===== config.mk =====
export PLATFORM = sky130hd
export DESIGN_NAME = mul_div_unit
export DESIGN_NICKNAME = d
export VERILOG_FILES = /design/src/rtl/mul_div_unit_pkg.sv /design/src/rtl/div_iter.sv /design/src/rtl/mul_div_unit.sv
export SDC_FILE = /design/constraint.sdc
export NUM_CORES = 1
export LEC_CHECK = 0
export BUFFER_PORTS_ARGS = -buffer_cell sky130_fd_sc_hd__buf_2
export CAP_MARGIN = 20
export CORE_MARGIN = 3
export CORE_UTILIZATION = 30
export CTS_BUF_LIST = sky130_fd_sc_hd__clkbuf_8 sky130_fd_sc_hd__clkbuf_16
export DETAILED_ROUTE_END_ITERATION = 6
export PLACE_DENSITY = 0.5
export SLEW_MARGIN = 30
export SYNTH_ARGS = -nofsm -noshare
export SYNTH_HDL_FRONTEND = slang
export SYNTH_HIERARCHICAL = 1
export SYNTH_SLANG_ARGS = --single-unit

===== constraint.sdc =====
create_clock -name clk -period 7.15 [get_ports clk]
set_clock_uncertainty 0.05 [all_clocks]
set_input_delay 0.715 -clock clk [delete_from_list [all_inputs] [get_ports clk]]
set_output_delay 0.715 -clock clk [all_outputs]
set_load 0.005 [all_outputs]

===== src/rtl/mul_div_unit_pkg.sv =====
// rtl/mul_div_unit_pkg.sv - Shared mul/div op encodings, FSM states and decode helpers
package mul_div_unit_pkg;

    localparam logic [1:0] MD_OP_MULT  = 2'b00;
    localparam logic [1:0] MD_OP_MULTU = 2'b01;
    localparam logic [1:0] MD_OP_DIV   = 2'b10;
    localparam logic [1:0] MD_OP_DIVU  = 2'b11;

    typedef enum logic [1:0] {
        MD_IDLE = 2'd0,
        MD_CALC = 2'd1,
        MD_DONE = 2'd2
    } md_state_e;

    function automatic logic md_is_div(input logic [1:0] op);
        return op[1];
    endfunction

    function automatic logic md_is_signed(input logic [1:0] op);
        return ~op[0];
    endfunction

endpackage


===== src/rtl/div_iter.sv =====
// rtl/div_iter.sv - Restoring radix-2 divider core, one quotient bit per step
module div_iter #(
    parameter int WIDTH = 32
) (
    input  logic             clk,
    input  logic             resetn,
    input  logic             load,
    input  logic             step,
    input  logic [WIDTH-1:0] dividend,
    input  logic [WIDTH-1:0] divisor,
    output logic [WIDTH-1:0] quotient,
    output logic [WIDTH-1:0] remainder
);

    logic [WIDTH-1:0] rem_q;
    logic [WIDTH-1:0] quo_q;
    logic [WIDTH-1:0] dsr_q;
    logic [WIDTH:0]   shifted;
    logic [WIDTH:0]   trial;

    // The dividend shifts out of quo_q's MSB while quotient bits shift in at the LSB.
    assign shifted = {rem_q, quo_q[WIDTH-1]};
    assign trial   = shifted - {1'b0, dsr_q};

    always_ff @(posedge clk or negedge resetn) begin
        if (!resetn) begin
            rem_q <= '0;
            quo_q <= '0;
            dsr_q <= '0;
        end else if (load) begin
            rem_q <= '0;
            quo_q <= dividend;
            dsr_q <= divisor;
        end else if (step) begin
            if (trial[WIDTH]) begin
                rem_q <= shifted[WIDTH-1:0];
                quo_q <= {quo_q[WIDTH-2:0], 1'b0};
            end else begin
                rem_q <= trial[WIDTH-1:0];
                quo_q <= {quo_q[WIDTH-2:0], 1'b1};
            end
        end
    end

    assign quotient  = quo_q;
    assign remainder = rem_q;

endmodule


===== src/rtl/mul_div_unit.sv =====
// rtl/mul_div_unit.sv - Multi-cycle MULT/MULTU/DIV/DIVU unit producing {HI,LO}
module mul_div_unit
    import mul_div_unit_pkg::*;
#(
    parameter int WIDTH     = 32,
    parameter bit DIV0_QUOT = 1'b1
) (
    input  logic               clk,
    input  logic               resetn,
    input  logic               start,
    input  logic [1:0]         op,
    input  logic [WIDTH-1:0]   a,
    input  logic [WIDTH-1:0]   b,
    input  logic               cancel,
    output logic               busy,
    output logic               result_valid,
    output logic [2*WIDTH-1:0] result,
    output logic               div_by_zero
);

    localparam int CW = $clog2(WIDTH);

    md_state_e state, state_nxt;
    logic [CW-1:0] cnt;
    logic accept, step, last_iter, deliver;

    logic             is_div_r, b_zero_r, neg_res_r, neg_rem_r;
    logic [WIDTH-1:0] a_r, mcand_r, acc_hi_r, acc_lo_r;
    logic [WIDTH-1:0] a_abs, b_abs;
    logic [WIDTH:0]   mul_sum;
    logic [WIDTH-1:0] div_quo, div_rem;

    logic [2*WIDTH-1:0] prod, prod_fix, res_nxt;
    logic [WIDTH-1:0]   q_fix, r_fix;

    assign accept    = start & ~cancel & (state != MD_CALC);
    assign busy      = (state == MD_CALC) | accept;
    assign step      = (state == MD_CALC) & ~cancel;
    assign last_iter = (cnt == CW'(WIDTH - 1));
    assign deliver   = (state == MD_DONE) & ~cancel;

    always_ff @(posedge clk or negedge resetn) begin
        if (!resetn) state <= MD_IDLE;
        else         state <= state_nxt;
    end

    always_comb begin
        state_nxt = state;
        unique case (state)
            MD_IDLE: if (accept) state_nxt = MD_CALC;
            MD_CALC: begin
                if (cancel)         state_nxt = MD_IDLE;
                else if (last_iter) state_nxt = MD_DONE;
            end
            MD_DONE: state_nxt = accept ? MD_CALC : MD_IDLE;
            default: state_nxt = MD_IDLE;
        endcase
    end

    // Both cores iterate on magnitudes; signs are reapplied in the DONE cycle.
    assign a_abs = (md_is_signed(op) & a[WIDTH-1]) ? -a : a;
    assign b_abs = (md_is_signed(op) & b[WIDTH-1]) ? -b : b;

    assign mul_sum = {1'b0, acc_hi_r} + (acc_lo_r[0] ? {1'b0, mcand_r} : '0);

    always_ff @(posedge clk or negedge resetn) begin
        if (!resetn) begin
            cnt       <= '0;
            is_div_r  <= 1'b0;
            b_zero_r  <= 1'b0;
            neg_res_r <= 1'b0;
            neg_rem_r <= 1'b0;
            a_r       <= '0;
            mcand_r   <= '0;
            acc_hi_r  <= '0;
            acc_lo_r  <= '0;
        end else if (accept) begin
            cnt       <= '0;
            is_div_r  <= md_is_div(op);
            b_zero_r  <= (b == '0);
            neg_res_r <= md_is_signed(op) & (a[WIDTH-1] ^ b[WIDTH-1]);
            neg_rem_r <= md_is_signed(op) & a[WIDTH-1];
            a_r       <= a;
            mcand_r   <= a_abs;
            acc_hi_r  <= '0;
            acc_lo_r  <= b_abs;
        end else if (step) begin
            cnt      <= cnt + 1'b1;
            acc_hi_r <= mul_sum[WIDTH:1];
            acc_lo_r <= {mul_sum[0], acc_lo_r[WIDTH-1:1]};
        end
    end

    div_iter #(.WIDTH(WIDTH)) u_div_iter (
        .clk       (clk),
        .resetn    (resetn),
        .load      (accept),
        .step      (step),
        .dividend  (a_abs),
        .divisor   (b_abs),
        .quotient  (div_quo),
        .remainder (div_rem)
    );

    always_comb begin
        prod     = {acc_hi_r, acc_lo_r};
        prod_fix = neg_res_r ? -prod : prod;
        q_fix    = neg_res_r ? -div_quo : div_quo;
        r_fix    = neg_rem_r ? -div_rem : div_rem;
        if (b_zero_r) begin
            q_fix = {WIDTH{DIV0_QUOT}};
            r_fix = a_r;
        end
        res_nxt = is_div_r ? {r_fix, q_fix} : prod_fix;
    end

    always_ff @(posedge clk or negedge resetn) begin
        if (!resetn) begin
            result_valid <= 1'b0;
            result       <= '0;
            div_by_zero  <= 1'b0;
        end else begin
            result_valid <= deliver;
            if (deliver) begin
                result      <= res_nxt;
                div_by_zero <= is_div_r & b_zero_r;
            end
        end
    end

endmodule

==> out/qor.yml <==
timing:
  finalSetupTns_ns: 0
  relSlewSlack_pct: 31.3
  fmax_mhz: 255
  finalCritPeriodShare_pct: 54.8
  setup-violations-final: 0
  tightest_slew_ns: 1.02
  maxSlewViolCount: 0
  rsz0062_at_grt: "false"
  holdWs_ns: -0.0172
  period_needed_ns: 3.92
  hold_violations: 2
cts:
  clk_latency_ns: 0.57
  cts_tree: "yes"
  htree_levels: 2
  cts.sinks: 300
  cts_setup_buffers: 0
  cts_max_path_buffers: 3
  path_clk_slew_ns: 0.06
  post_cts_resized: 0
  cts_hold_buf: 0
  cts_buffers: 39
  clock-root-buffer: "clkbuf_16"
pwr:
  peakVddDrop_uv: 154
  p_leak_nw: 10.2
  p_int_mw: 4.34
  switchingPower_mw: 2.97
  clkPwrFrac_pct: 29.5
  power.density_nw_per_um2: 312
  power_frac_seq_pct: 33.5
  switching_share_pct: 40.6
  p_comb_share_pct: 37.0
  power.total_mw: 7.31
critical_path:
  cp.required_ns: 7.56
  critPathLaunchType: "register"
  critPathLaunch: "u_div_iter/quotient[31]"
  ff2ff_setup_slack_ns: 3.23
  end_kind: "register"
  reg2reg_from: "u_div_iter/quotient[31]"
  cp-endpoint: "u_div_iter/remainder[8]"
  worst_r2r_endpoint: "u_div_iter/remainder[8]"
  rr_worst_depth: 12
  critPathKind: "reg2reg"
  critPathMaxFanout: 24
  cp_data_arrival_time_ns: 4.33
grt:
  grt_max_degree: 145
  grt_first_pass_wirelength_mm: 118
  grt_pass1_vias: 18300
  antenna_found_initial: 4
  globalRouteMet3Util_pct: 3.49
  met2_usage_pct: 32.7
  grt_usage_pct: 21.5
  grt_overflow: 0
  gr-usage-met1_pct: 30.7
  busiest_layer: "met2"
die:
  core_um2: 67500
  row_count: 95
  start_util_pct: 30.4
  pin_count: 137
  fp.dieArea_um2: 71700
  die_y_um: 268
  dieWidth_um: 268
worst_hold_path:
  holdCritPathClass: "in2async"
run:
  cap_violations: 0
logic_synthesis:
  ys_ff_latch: 300
  yosys-top-cells-area: "dfrtp_1 37%, nand2_1 7.9%, o21ai_0 5.6%"
  yosysUniqueCellTypes: 86
  synth_compound_area_share_pct: 21.4
  synthArstFlopShare_pct: 100
  synth_seq_area_share_pct: 36.5
  synth.area.mux_share_pct: 3.51
  synth-edff-count: 0
  avgSynthCellArea_um2: 8.41
  synth_adder_area_share_pct: 4.52
  netlist.area_leader.share_pct: 36.5
  synth_fp_nets: 2587
  synthXorXnorAreaFrac_pct: 9.12
  synth_top_family_by_area: "compound AO/OA/AOI/OAI gates"
  yosys.area.top_type: "dfrtp_1"
  syn_area_um2: 20600
  yosys_warnings: 6
  netlist_instances: 2444
  synthFlopType: "dfrtp_1"
  synthSimpleGateAreaFrac_pct: 20.8
placement:
  gp_congestion: 0.921
  dp_cells: 3330
  portBuffers: 136
  dp_hpwl_mm: 58.7
routing:
  drt-total-wl_mm: 78.2
  drc: 0
  drtPass1Iterations: 5
  routedWlPerCell_um: 23.0
  drtIter0Drc: 1778
  dr_total_vias: 19200
  drtAntennaViolNets: 0
  vias_per_cell: 5.64
cells_and_area:
  final_cell_count_no_fill: 3400
  diodes: 0
  drive_gt1_share_pct: 11.3
  final_nets: 2643
  area_growth_pct: 14.0
outcome:
  violations: "negative hold slack"
  outcome: "finished, violations left"
## critical path, cell delays in order (launching register included)
cell,delay (ns)
dfrtp_1,0.48
inv_1,0.12
ha_1,0.23
inv_1,0.07
fa_1,0.20
a21o_1,0.16
nand4_1,0.16
a31o_2,0.28
o31ai_4,0.41
a2111o_2,0.28
o211a_1,0.81
nand3_1,0.23
a311oi_2,0.32
## cell usage after synthesis, types with 6 or more instances
library cell  number
and2_1            39
nor2_1           134
nor3b_1           10
nor4_1            22
buf_1             22
nand3_1           54
o221ai_1          12
o41ai_1           24
mux2i_1           62
ha_1              71
o22ai_1           27
xnor2_1          113
nand2b_1          23
buf_2              7
a31oi_1           11
a221oi_1           8
nor2b_1           12
a311oi_1          10
a221o_1           20
or2_2              7
or3_1             30
o21a_1            16
nor3_1            33
a21oi_1          112
and3_1            36
nand2_1          435
a21o_1            26
mux2_2             6
a311oi_2          14
nand3b_1           6
inv_1             72
nand4_1           23
o21bai_1          13
clkbuf_1         110
a211oi_1          10
xor2_1           101
dfrtp_1          300
o31ai_1           53
o211ai_1          14
o21ai_0          232
or4_1             31
## final cells by class
cell class / instances / area [um2]
fillers: 7020 / 44100
multi-input cells: 1927 / 12200
flip-flops and latches: 300 / 7510
inverters: 73 / 284
clock buffers: 49 / 1140
repair buffers: 159 / 920
well taps: 873 / 1090
clock inverters: 19 / 253
## power by group through the flow
stage	logic, mW	clock network (mW)	registers [mW]
after detailed placement	2.66	0	2.46
after floorplan	2.01	0	2.24
after CTS	2.67	2.19	2.44
final	2.71	2.15	2.45
after global placement	2.63	0	2.46
after global routing	2.98	2.26	2.49
## worst min-delay path by stage
| stage | start | end | slack, ns | cells after the start |
|---|---|---|---|---|
| 6_report | resetn | result_valid | -0.02 | 1 |
| 2_1_floorplan | resetn | a_r[0] | 0.37 | 0 |
| 3_5_place_dp | mcand_r[18] | mcand_r[18] | 0.41 | 2 |
| 5_1_grt | resetn | result_valid | 0.004 | 1 |
| 3_3_place_gp | mcand_r[20] | mcand_r[20] | 0.40 | 2 |
| 4_1_cts | resetn | result_valid | 0.21 | 1 |
## kinds of logic (layout without fill, tap and decap cells)
family / Yosys count / in the layout
xor+xnor: 214 / 214
mux: 70 / 70
compound gates: 660 / 660
fa+ha+maj: 73 / 73
buf+inv: 217 / 300
simple gates: 910 / 910
flops: 300 / 300
## stage by stage
| step | hold slack [ns] | util (%) | setup WS (ns) | instance area [um2] |
|---|---|---|---|---|
| after floorplan | 0.369 | - | 3.92 | 20600 |
| after global placement | 0.402 | 32.5 | 2.85 | 22000 |
| after detailed placement | 0.406 | 32.5 | 2.82 | 22000 |
| after CTS | 0.205 | 34.6 | 3.33 | 23300 |
| after global routing | 0.00424 | 34.7 | 3.04 | 23400 |
| final | -0.0172 | 34.7 | 3.23 | 23400 |
## flip-flops by register name, summed over array words and instances, names as in the netlist
signal	flops
a_r	32
acc_hi_r	32
acc_lo_r	32
b_zero_r	1
cnt	5
div_by_zero	1
is_div_r	1
mcand_r	31
neg_rem_r	1
neg_res_r	1
result	64
result_valid	1
state	2
u_div_iter/dsr_q	32
u_div_iter/quotient	32
u_div_iter/remainder	32
## routing by layer
| metal | vias up | share of wire (%) |
|---|---|---|
| met5 | - | 0 |
| met4 | 0 | 4.1 |
| met3 | 131 | 7.6 |
| met2 | 743 | 43 |
| met1 | 9406 | 45 |
| li1 | 8884 | - |
## layout by cell type, fill, tap and decap left out, types with 8 or more instances in the layout
master	netlist	final
a211oi_1	10	10
a21o_1	26	26
or3_1	30	30
nor2b_1	12	12
a311oi_2	14	14
o41ai_1	24	24
ha_1	71	71
xnor2_1	113	113
a21oi_1	112	112
o21bai_1	13	13
nor3_1	33	33
dfrtp_1	300	295
mux2i_1	62	62
nor2_1	134	133
nand4_1	23	23
clkbuf_8	0	8
xor2_1	101	101
o22ai_1	27	27
o21a_1	16	16
nor3b_1	10	10
nand2_1	435	433
and3_1	36	36
clkbuf_16	0	41
a311oi_1	10	10
and2_1	39	39
o211ai_1	14	14
or4_1	31	31
a221oi_1	8	8
a31oi_1	11	11
buf_2	7	135
buf_4	2	19
nor4_1	22	21
o31ai_1	53	53
a221o_1	20	20
inv_1	72	73
o221ai_1	12	12
nand3_1	54	54
nand2b_1	23	22
o21ai_0	232	232
Power figures use the tool's default switching activity.
